### config.mk
export PLATFORM = sky130hd
export DESIGN_NAME = nbit_countdown_timer
export DESIGN_NICKNAME = d
export VERILOG_FILES = /design/src/rtl/nbit_countdown_timer.sv
export SDC_FILE = /design/constraint.sdc
export NUM_CORES = 1
export LEC_CHECK = 0
export CORE_AREA = 2 2 39 41
export CTS_CLUSTER_SIZE = 40
export DETAILED_ROUTE_END_ITERATION = 12
export DIE_AREA = 0 0 41 43
export GPL_ROUTABILITY_DRIVEN = 1
export GPL_TIMING_DRIVEN = 0
export PLACE_DENSITY = 0.74
export SETUP_SLACK_MARGIN = 0.3
export SLEW_MARGIN = 25
export SYNTH_ARGS = -nofsm -noshare
export SYNTH_HDL_FRONTEND = slang
export SYNTH_SLANG_ARGS = --single-unit
### constraint.sdc
create_clock -name clk -period 3.45 [get_ports clk]
set_input_delay 0.345 -clock clk [delete_from_list [all_inputs] [get_ports clk]]
set_output_delay 0.345 -clock clk [all_outputs]
set_load 0.05 [all_outputs]
### src/rtl/nbit_countdown_timer.sv
// Loadable N-bit countdown timer; define NBIT_COUNTDOWN_AUTO_RELOAD_EN for periodic reload from the shadow value.
// count shows load_val one edge after start and done is a registered 1-cycle pulse; no backpressure, start ignored while busy.
`timescale 1ns/1ps
module nbit_countdown_timer #(
  parameter int N = 4
) (
  input  logic         clk,
  input  logic         rst,
  input  logic [N-1:0] load_val,
  input  logic         start,
  input  logic         pause,
  input  logic         abort,
  output logic [N-1:0] count,
  output logic         busy,
  output logic         done
);

  typedef enum logic [1:0] {
    IDLE   = 2'd0,
    RUN    = 2'd1,
    PAUSED = 2'd2
  } state_t;

  localparam logic [N-1:0] ONE = N'(1);

  state_t       state_q, state_d;
  logic [N-1:0] count_q, count_d;
  logic         busy_q, busy_d;
  logic         done_q, done_d;

`ifdef NBIT_COUNTDOWN_AUTO_RELOAD_EN
  logic [N-1:0] shadow_q, shadow_d;
`endif

  always_comb begin
    state_d = state_q;
    count_d = count_q;
    busy_d  = busy_q;
    done_d  = 1'b0;
`ifdef NBIT_COUNTDOWN_AUTO_RELOAD_EN
    shadow_d = shadow_q;
`endif

    case (state_q)
      IDLE: begin
        if (start) begin
          count_d = load_val;
`ifdef NBIT_COUNTDOWN_AUTO_RELOAD_EN
          shadow_d = load_val;
`endif
          // A zero load is a zero-length timer: pulse done without ever going busy.
          if (load_val != '0) begin
            state_d = RUN;
            busy_d  = 1'b1;
          end else begin
            done_d = 1'b1;
          end
        end
      end

      RUN: begin
        if (abort) begin
          count_d = '0;
          state_d = IDLE;
          busy_d  = 1'b0;
        end else if (pause) begin
          state_d = PAUSED;
        end else if (count_q == ONE) begin
          done_d = 1'b1;
`ifdef NBIT_COUNTDOWN_AUTO_RELOAD_EN
          count_d = shadow_q;
`else
          count_d = '0;
          state_d = IDLE;
          busy_d  = 1'b0;
`endif
        end else begin
          count_d = count_q - ONE;
        end
      end

      PAUSED: begin
        // Leaving PAUSED costs one edge with no decrement.
        if (abort) begin
          count_d = '0;
          state_d = IDLE;
          busy_d  = 1'b0;
        end else if (!pause) begin
          state_d = RUN;
        end
      end

      default: begin
        state_d = IDLE;
        count_d = '0;
        busy_d  = 1'b0;
      end
    endcase
  end

  always_ff @(posedge clk or negedge rst) begin
    if (!rst) begin
      state_q <= IDLE;
      count_q <= '0;
      busy_q  <= 1'b0;
      done_q  <= 1'b0;
    end else begin
      state_q <= state_d;
      count_q <= count_d;
      busy_q  <= busy_d;
      done_q  <= done_d;
    end
  end

`ifdef NBIT_COUNTDOWN_AUTO_RELOAD_EN
  always_ff @(posedge clk or negedge rst) begin
    if (!rst) begin
      shadow_q <= '0;
    end else begin
      shadow_q <= shadow_d;
    end
  end
`endif

  assign count = count_q;
  assign busy  = busy_q;
  assign done  = done_q;

endmodule

# [Word-level counts from Yosys, hierarchy flattened]
# Index checks and enable logic that the tools add are counted.
[totals] output_inout_bits=6 regBits=8
[classes] mux=27 n_eq_ne=10 reduce_logical=5 add_sub_neg=1
[op_table] operator="4-bit two-way mux" count=5
[op_table] operator="2-bit two-way mux" count=7
[op_table] operator="4-bit one-hot mux with 3 select lines" count=1
[op_table] operator="1-bit two-way mux" count=11
[op_table] operator="3-bit != test (second input constant)" count=3
[op_table] operator="2-bit != test (second input constant)" count=3
[op_table] operator="2-bit one-hot mux with 3 select lines" count=1
[op_table] operator="5-bit AND reduction" count=1
[op_table] operator="4-bit by 1-bit == test with 1-bit output (second input constant)" count=1
[op_table] operator="4-bit != test (second input constant)" count=1
[op_table] operator="4-bit AND reduction" count=1
[op_table] operator="4-bit nonzero test" count=1
[op_table] operator="4-bit by 1-bit subtractor with 4-bit output (second input constant)" count=1
[op_table] operator="1-bit one-hot mux with 3 select lines" count=1
[op_table] operator="3-bit AND reduction" count=1
[op_table] operator="2-bit by 1-bit == test with 1-bit output (second input constant)" count=1
[op_table] operator="2-bit == test (second input constant)" count=1
[op_table] operator="2-bit zero test" count=1
[op_table] operator="1-bit one-hot mux with 2 select lines" count=1

# [Longest topological paths before layout]
[logic_depth] depth_word=5 depth_mapped=6

# [Least setup slack after synthesis]
# Ideal clock, no wire load.
[synth_path] kind="register to register" startpoint="register count_q[1] (netlist: count[1])" endpoint="register count_q[3] (netlist: count[3])" stages_incl_launch_ff=7 t_arrival_ns=1.794 slack_ns=1.560 t_required_ns=3.355 path_buffers=0 cell_sequence="dfrtp_1 inv_1 ha_1 nor3b_2 or3_4 o21a_1 o32ai_2"
[synth_between] elab_chain_len=5 elab_cells_between_ends=6 cone_classes="1 x add/sub; 1 x eq/ne; 4 x mux"
[synth_lines] item="start, declared" line="27" rtl="logic [N-1:0] count_q, count_d;"
[synth_lines] item="start signal, assigned" line="109" rtl="count_q <= count_d;"
[synth_lines] item="4-bit by 1-bit subtractor with 4-bit output / 4-bit by 1-bit == test with 1-bit output (equally long branches)" line="78, 68"
[synth_lines] item="4-bit two-way mux *" line="68" rtl="end else if (count_q == ONE) begin"
[synth_lines] item="4-bit two-way mux *" line="66" rtl="end else if (pause) begin"
[synth_lines] item="4-bit two-way mux *" line="62" rtl="if (abort) begin"
[synth_lines] item="4-bit one-hot mux with 3 select lines *" line="44" rtl="case (state_q)"
# Every way passes the cells marked *; elsewhere a longest branch is shown, timed or not. The select of a mux whose other input is x is not followed.
# A chain may end at the register's enable or synchronous reset.

# [Worst setup path after layout]
[layout_path] startpoint="register count_q[2] (netlist: count[2])" endpoint="output count[2]"
[layout_lines] item="end, declared" line="13" rtl="output logic [N-1:0] count,"
# No word-level cell between the ends.

==> key figures <==
Clock tree
  – Clock Tree Root: sky130_fd_sc_hd__clkbuf_4
  – Clock tree from TritonCTS: done
  – Buffers inserted by post-CTS timing repair: 0
  – Post-CTS resize count: 0
  – Number of buffers created by CTS: 3
  – Number of hold-repair buffers added at the cts stage: 0
  – Clk slew on worst S/H paths: 60 ps
  – Clock net sink count: 8
  – Clk Latency, worst-skew pair: 270 ps
  – Max Root-Sink Buffers: 2
  – CTS H-tree depth: 1

Place
  – Weighted congestion at the end of routability-driven global placement: 0.863
  – HPWL Detailed: 858 µm
  – Count of input and output buffers: 14
  – Instance area after placement: 696 µm²

Timing
  – Sum of negative setup slack: 0 ps
  – Setup violators final: 0
  – Final hold vios: 0
  – Setup repair after global routing missed its margin: false
  – Slew at the pin with the worst max-slew slack: 489 ps
  – Max Freq: 0.527 GHz
  – Final number of max-transition violations: 0
  – Tcrit/Tclk final: 0.550
  – Clk_skew: 7.73 ps
  – Min Clock Period, post-route: 1900 ps
  – Max_slew headroom: 0.673

Finish
  – Post-layout nets: 83
  – Layout cell share with drive strength beyond 1: 0.171
  – Number of antenna cells inserted: 0
  – Leading cell type in the layout, fill and taps excluded: sky130_fd_sc_hd__clkdlybuf4s50_1
  – Post-layout util: 0.519
  – Area added between synthesis and finish: 34.1%
  – Commonest cells after routing, fill and taps aside: 14 x sky130_fd_sc_hd__clkdlybuf4s50_1, 8 x sky130_fd_sc_hd__dfrtp_1, 6 x sky130_fd_sc_hd__nor2_1
  – Finished Cell Area: 718 µm²

Floorplan
  – Row Count: 14
  – Overall die width: 41 µm
  – Die area: 1760 µm²
  – Area of the core: 1380 µm²
  – Starting density of the core: 0.387
  – Die height: 43 µm
  – Number of placed I/O pins: 15

Global route
  – Total routing resource utilization after global routing: 0.169
  – Pin count of the biggest net entering global routing: 10
  – Congestion Overflow GR: 0
  – Antenna violations before repair: 0
  – Vias in the first global route: 442
  – Global-route wire length before repair: 1.94 mm

Routing
  – Wire length per cell after detailed routing: 13.7 µm
  – WL final: 1.18 mm
  – Routed Antenna Nets: 0
  – Initial drt markers: 14
  – Via total after detailed routing: 486
  – Average via count per standard cell: 5.65
  – Number of detailed-route iterations in the first pass: 4
  – DRC Markers: 0

Synth
  – Count of yosys warnings during synthesis: 0
  – Register bit count reported by yosys: 8
  – Most area-consuming cells after synthesis: sky130_fd_sc_hd__dfrtp_1 37%, sky130_fd_sc_hd__ha_1 4.7%, sky130_fd_sc_hd__nor2_1 4.2%, sky130_fd_sc_hd__inv_1 3.5%, sky130_fd_sc_hd__o32ai_1 3.3%
  – Largest area contributor in the netlist: sky130_fd_sc_hd__dfrtp_1
  – Cell count after synthesis: 53
  – Share of the synthesized area in the top cell type: 0.374
  – Sequential element share of the synthesized area: 0.374
  – Distinct cell type count after synthesis: 33
  – Post-synthesis instance area: 536 µm²
  – Average instance area after synthesis: 10.1 µm²
  – Net Count, Synth: 64

Worst setup path
  – Worst-path fanout max: 5
  – Top delay family on crit path: buffers and inverters
  – Data required time of the critical path: 3110 ps
  – Slowest stage cell, crit path: sky130_fd_sc_hd__clkdlybuf4s50_1
  – Max stage delay on crit path: 840 ps
  – R2r setup slk: 1840 ps
  – Kind of capture point of the worst setup path: output port
  – Cell Chain, Critical Path: clkdlybuf4s50_1
  – Critical path arrival: 1550 ps
  – Buffer and inverter count on the worst path: 1
  – Type of origin of the critical path: flip-flop
  – Worst setup path class: reg2out

Pwr
  – Leakage power figure: 0.293 nW
  – Max rail drop VDD: 354 µV
  – Power density cells: 747 nW/µm²

Hold path
  – Kind of path behind the tightest hold check: in2async

Flow run
  – Maximum Capacitance Violations: 0

Run status
  – Outcome: completed
-- kinds of logic after synthesis --
logic type / synth area share
DFF: 0.374
xor gates and xnor gates: 0.0164
adders and majority gates: 0.0467
buffers and inverters: 0.0701
AOI/OAI and AO/OA: 0.252
muxes: 0.0187
and+or+nand+nor: 0.222
-- where the power goes --
part | internal [mW] | switching, mW
Clock | 0.0403 | 0.0386
Sequential | 0.124 | 0.0268
Combinational | 0.117 | 0.190
Total | 0.281 | 0.255
-- area by class of cell --
class	count	area [µm²]
tap	16	20.0
buffer	2	18.8
sequential	8	200
timing repair buffer	14	140
clock buffer	3	22.5
fill	128	666
inverter	5	18.8
multi-input combinational	38	298
-- cell usage after synthesis --
master / n
sky130_fd_sc_hd__dfrtp_1: 8
sky130_fd_sc_hd__nor2_1: 6
sky130_fd_sc_hd__inv_1: 5
sky130_fd_sc_hd__a22oi_1: 2
sky130_fd_sc_hd__ha_1: 2
sky130_fd_sc_hd__o21ai_0: 2
sky130_fd_sc_hd__o32ai_1: 2
sky130_fd_sc_hd__a21oi_1: 1
sky130_fd_sc_hd__a22o_1: 1
sky130_fd_sc_hd__a31oi_1: 1
sky130_fd_sc_hd__a32o_1: 1
sky130_fd_sc_hd__a32oi_1: 1
sky130_fd_sc_hd__and2_1: 1
sky130_fd_sc_hd__and3b_4: 1
sky130_fd_sc_hd__buf_4: 1
sky130_fd_sc_hd__buf_6: 1
sky130_fd_sc_hd__mux2i_1: 1
sky130_fd_sc_hd__nand2_1: 1
sky130_fd_sc_hd__nand2b_4: 1
sky130_fd_sc_hd__nand3b_1: 1
sky130_fd_sc_hd__nor3_1: 1
sky130_fd_sc_hd__nor3_2: 1
sky130_fd_sc_hd__nor3b_1: 1
sky130_fd_sc_hd__nor3b_2: 1
sky130_fd_sc_hd__nor4_1: 1
sky130_fd_sc_hd__o21a_1: 1
sky130_fd_sc_hd__o21ai_1: 1
sky130_fd_sc_hd__o21ai_2: 1
sky130_fd_sc_hd__o21bai_1: 1
sky130_fd_sc_hd__o2bb2ai_1: 1
sky130_fd_sc_hd__o32ai_2: 1
sky130_fd_sc_hd__or3_4: 1
sky130_fd_sc_hd__xnor2_1: 1
-- state kept, by name, indices dropped and copies added (netlist names) --
name and count:
busy 1, done 1, count 4, state_q 2
-- through the flow --
step	total power [mW]	instances	hold WS, ps	worst slack (ps)
2_1_floorplan	0.364	53	49.4	1560
3_3_place_gp	0.454	83	519	1630
3_5_place_dp	0.457	83	525	1620
4_1_cts	0.536	86	379	1570
5_1_grt	0.560	86	417	1530
6_report	0.536	86	357	1550
-- worst paths after layout --
| kind | startpoint | endpoint | depth (start not counted) |
|---|---|---|---|
| setup reg to reg | count[1] | count[2] | 6 |
| setup / recovery | count[2] | count[2] | 1 |
| hold / removal | rst | state_q[0] | 1 |
| max in group asynchronous | rst | done | 1 |
| min in group clk | busy | busy | 2 |
| hold reg to reg | busy | busy | 2 |
-- per-layer routing --
metal	up-vias	part of all wire	GRT usage
li1	230	-	-
met1	236	0.46	0.230
met2	16	0.45	0.219
met3	4	0.053	0.0314
met4	0	0.035	0.140
met5	-	0	0
(Power assumes the default switching activity.)
